[src/rtl/demux_1l2.sv]
// demux_1l2: receive-side 1:2 lane demultiplexer (phy_rx), clk_2f domain.
// An interleaved byte stream carries lane 0 on even slots and lane 1 on odd slots.
// Each completed pair is presented together on every second edge, flagged by pair_stb.
// Optional feature macro: DEMUX_1L2_MISMATCH_CNT_EN adds a saturating mismatch_cnt
// that counts committed pairs whose two lane valids disagree.
module demux_1l2 #(
  parameter int DATA_WIDTH = 8,
  parameter int CNT_WIDTH  = 8
) (
  input  logic                  clk_2f,
  input  logic                  reset,
  input  logic [DATA_WIDTH-1:0] data_in,
  input  logic                  valid_in,
  output logic [DATA_WIDTH-1:0] data_0,
  output logic [DATA_WIDTH-1:0] data_1,
  output logic                  valid_0,
  output logic                  valid_1,
  output logic                  pair_stb
`ifdef DEMUX_1L2_MISMATCH_CNT_EN
  ,
  output logic [CNT_WIDTH-1:0]  mismatch_cnt
`endif
);

  typedef enum logic {S_LANE0 = 1'b0, S_LANE1 = 1'b1} state_t;

  state_t                  state, state_nxt;
  logic                    commit;
  logic [DATA_WIDTH-1:0]   hold_data;
  logic                    hold_valid;

  // Reject degenerate widths at elaboration time.
  if (DATA_WIDTH < 1 || CNT_WIDTH < 1) begin : g_bad_param
    $error("demux_1l2: DATA_WIDTH and CNT_WIDTH must be >= 1");
  end

  // Slot selector: alignment fixed by reset, strictly alternating afterwards.
  always_ff @(posedge clk_2f) begin
    if (reset) state <= S_LANE0;
    else       state <= state_nxt;
  end

  // Next slot and commit decode; the lane 1 slot completes the pair.
  always_comb begin
    state_nxt = state;
    commit    = 1'b0;
    case (state)
      S_LANE0: state_nxt = S_LANE1;
      S_LANE1: begin
        state_nxt = S_LANE0;
        commit    = 1'b1;
      end
      default: state_nxt = S_LANE0;
    endcase
  end

  // Lane 0 capture; an invalid slot clears valid but keeps the last good byte.
  always_ff @(posedge clk_2f) begin
    if (reset) begin
      hold_data  <= '0;
      hold_valid <= 1'b0;
    end else if (!commit) begin
      if (valid_in) hold_data <= data_in;
      hold_valid <= valid_in;
    end
  end

  // Pair commit: both lanes update together, outputs hold across the lane 0 slot.
  always_ff @(posedge clk_2f) begin
    if (reset) begin
      data_0   <= '0;
      data_1   <= '0;
      valid_0  <= 1'b0;
      valid_1  <= 1'b0;
      pair_stb <= 1'b0;
    end else begin
      pair_stb <= commit;
      if (commit) begin
        data_0  <= hold_data;
        valid_0 <= hold_valid;
        if (valid_in) data_1 <= data_in;
        valid_1 <= valid_in;
      end
    end
  end

`ifdef DEMUX_1L2_MISMATCH_CNT_EN
  // Count commits whose lane valids disagree; sticks at all-ones.
  always_ff @(posedge clk_2f) begin
    if (reset) begin
      mismatch_cnt <= '0;
    end else if (commit && (hold_valid != valid_in) && (mismatch_cnt != '1)) begin
      mismatch_cnt <= mismatch_cnt + 1'b1;
    end
  end
`endif

endmodule

[config.mk]
export PLATFORM = sky130hd
export DESIGN_NAME = demux_1l2
export DESIGN_NICKNAME = d
export VERILOG_FILES = /design/src/rtl/demux_1l2.sv
export SDC_FILE = /design/constraint.sdc
export NUM_CORES = 1
export LEC_CHECK = 0
export CAP_MARGIN = 0
export CORE_MARGIN = 4
export CORE_UTILIZATION = 47
export DETAILED_ROUTE_END_ITERATION = 10
export MAX_ROUTING_LAYER = met4
export PLACE_DENSITY = 0.75
export SLEW_MARGIN = 30
export SYNTH_ARGS = -nofsm -noshare
export SYNTH_HDL_FRONTEND = slang
export SYNTH_SLANG_ARGS = --single-unit
[constraint.sdc]
create_clock -name clk_2f -period 1.1 [get_ports clk_2f]
set_input_delay 0.165 -clock clk_2f [delete_from_list [all_inputs] [get_ports clk_2f]]
set_output_delay 0.165 -clock clk_2f [all_outputs]
set_load 0.02 [all_outputs]
==> flow_summary.ini <==
[status]
outcome = completed

[synthesis]
synth_area_um2 = 1150
ys_seq_area_share_pct = 50.4
synth_area_per_cell_um2 = 10.9
synth.distinct_cells = 12
syn_inst = 106
yosysWarnings = 0
syn_nets = 117
yosys_register_bits = 29

[cells_and_area]
final_common_cell = dfxtp_1
antenna_cells = 0
drive_gt1_share_pct = 25.7
layout-area-overhead-vs-synth_pct = 24.6
final_core_util_pct = 63.0
final_cell_mix = 28 x dfxtp_1, 26 x nand2b_1, 24 x mux2i_1
final_nets = 150
fin_cells = 168

[global_route]
antenna_found_initial = 0
overflow = 0
grt_pass1_vias = 790
grt.total_usage_pct = 13.8
grt_pass1_wl_um = 3440
grt_start_max_net_pins = 31

[min_path]
min_path_type = input port to register

[sta]
rsz0062_at_grt = false
drv_slew = 0
tightestPinTransition_ns = 0.252
fin_crit_ns = 1.01
timing.final.crit_share_pct = 91.5
setup_violations = 0
max_freq_ghz = 0.993
skew_ns = 0.00247
tns_ns = 0
hold_viol_final = 0
holdWs_ns = 0.455
maxSlewHeadroom_pct = 83.2

[clock_network]
clock_sinks = 29
clockRootBuffer = clkbuf_4
clockBufferDepth = 2
post-cts-setup-buffers = 0
path_clk_slew_ns = 0.09
cts_buffers = 5
cts_hold_buf = 0
worstSkewPairLatency_ns = 0.32
htreeDepth = 2
cts_tree = done

[floorplan]
start_util_pct = 50.6
fp.dieW_um = 57.5
io_pins = 30
fp.dieH_um = 57.5
placementRows = 17
dieArea_um2 = 3310
core_um2 = 2280

[place]
portBuffers = 29
place_congestion = 0.652
dpl.cell_count = 160
dp_hpwl_um = 1520

[critical_path]
cp_slowest_cell = dfxtp_1
cp-end-kind = output port
cp_slowest_stage_delay_ns = 0.35
cp.arrival_ns = 0.84
cp.required_ns = 0.94
crit_type = register to output port
cp_cell_sequence = buf_2
crit_family = flip-flops
start_kind = register
critical_path_buf_inv_count = 1
cp_max_fo = 2

[detailed_routing]
vias = 801
wl_met1_um = 936
route.detailed.drc = 0
first_pass_iters = 4
drt-wirelength-per-cell_um = 11.9
routed-wl-met2_um = 886
dr_wl_met3_um = 136
highest_layer = met4
wl_um = 1990
first_iter_violations = 13
vias_per_cell = 4.77
ant_nets = 0

[pwr]
power.leakage_nw = 0.663
powerDensity_nw_per_um2 = 1470
total_power_mw = 2.11
peakVddDrop_mv = 1.01

[flow_run]
maxCapViolCount = 0
## through the flow
stage / area [um2] / worst slack (ns)
after floorplan: 1150 / 0.213
after global placement: 1460 / -0.118
after detailed placement: 1460 / -0.145
after CTS: 1490 / 0.000189
after global routing: 1430 / 0.0377
final: 1430 / 0.0934
## worst reg2reg max path, cell delays in order, from the launching register on
cell     delay, ns
dfxtp_2       0.40
buf_4         0.23
mux2i_1       0.21
nor2_1        0.06
## registers in the layout, indices dropped and copies added, names as in the netlist
name and flops:
valid_0 1, pair_stb 1, data_0 8, state 1
valid_1 1, data_1 8, hold_valid 1, hold_data 8
## cells by family after synthesis
| logic type | count (synthesis) | share of synthesized area (%) |
|---|---|---|
| AND/OR/NAND/NOR | 41 | 20.8 |
| flip-flops | 29 | 50.4 |
| multiplexers | 24 | 20.9 |
| buffers and inverters | 9 | 6.63 |
| AO/OA/AOI/OAI | 3 | 1.30 |
## worst paths after layout
kind / startpoint / endpoint / slack, ns / cells past startpoint
max: valid_1 / valid_1 / 0.09 / 1
min: data_in[0] / data_1[0] / 0.45 / 3
max reg2reg: state / data_0[7] / 0.11 / 3
min reg2reg: data_1[7] / data_1[7] / 0.47 / 2
## where the power goes
| part | switching, mW | internal, mW | leakage (nW) |
|---|---|---|---|
| Clock | 0.347 | 0.370 | 0.0413 |
| Sequential | 0.0284 | 1.10 | 0.237 |
| Combinational | 0.124 | 0.138 | 0.385 |
| Total | 0.499 | 1.61 | 0.663 |
## synth_stat cells
master    instances  area share (%)
mux2i_1          24              21
nand2b_4          1             1.2
nand2_1           2            0.65
nor2b_1           2             1.1
and2_4            1            0.76
a21oi_1           3             1.3
buf_6             5             4.9
clkbuf_2          1            0.43
nor2_1            9             2.9
nand2b_1         26              14
dfxtp_1          29              50
buf_2             3             1.3
## routing by layer
metal | up-vias | GRT usage (%)
li1 | 410 | -
met1 | 364 | 16.7
met4 | 0 | 4.97
met3 | 4 | 5.88
met5 | - | -
met2 | 23 | 20.2
## what timing repair did
| item | in CTS | in global routing |
|---|---|---|
| gates cloned | 0 | 0 |
| pin swaps | 0 | 0 |
| setup endpoints to repair | 19 | 16 |
| gates resized for setup | 66 | 10 |
## layout make-up
type	count	area, um2
Fill cell	190	842
Sequential cell	29	582
Multi-Input combinational cell	68	494
Timing Repair Buffer	35	253
Clock buffer	7	65.1
Tap cell	28	35.0
Clock inverter	1	5.00
Power figures use the tool's default switching activity.
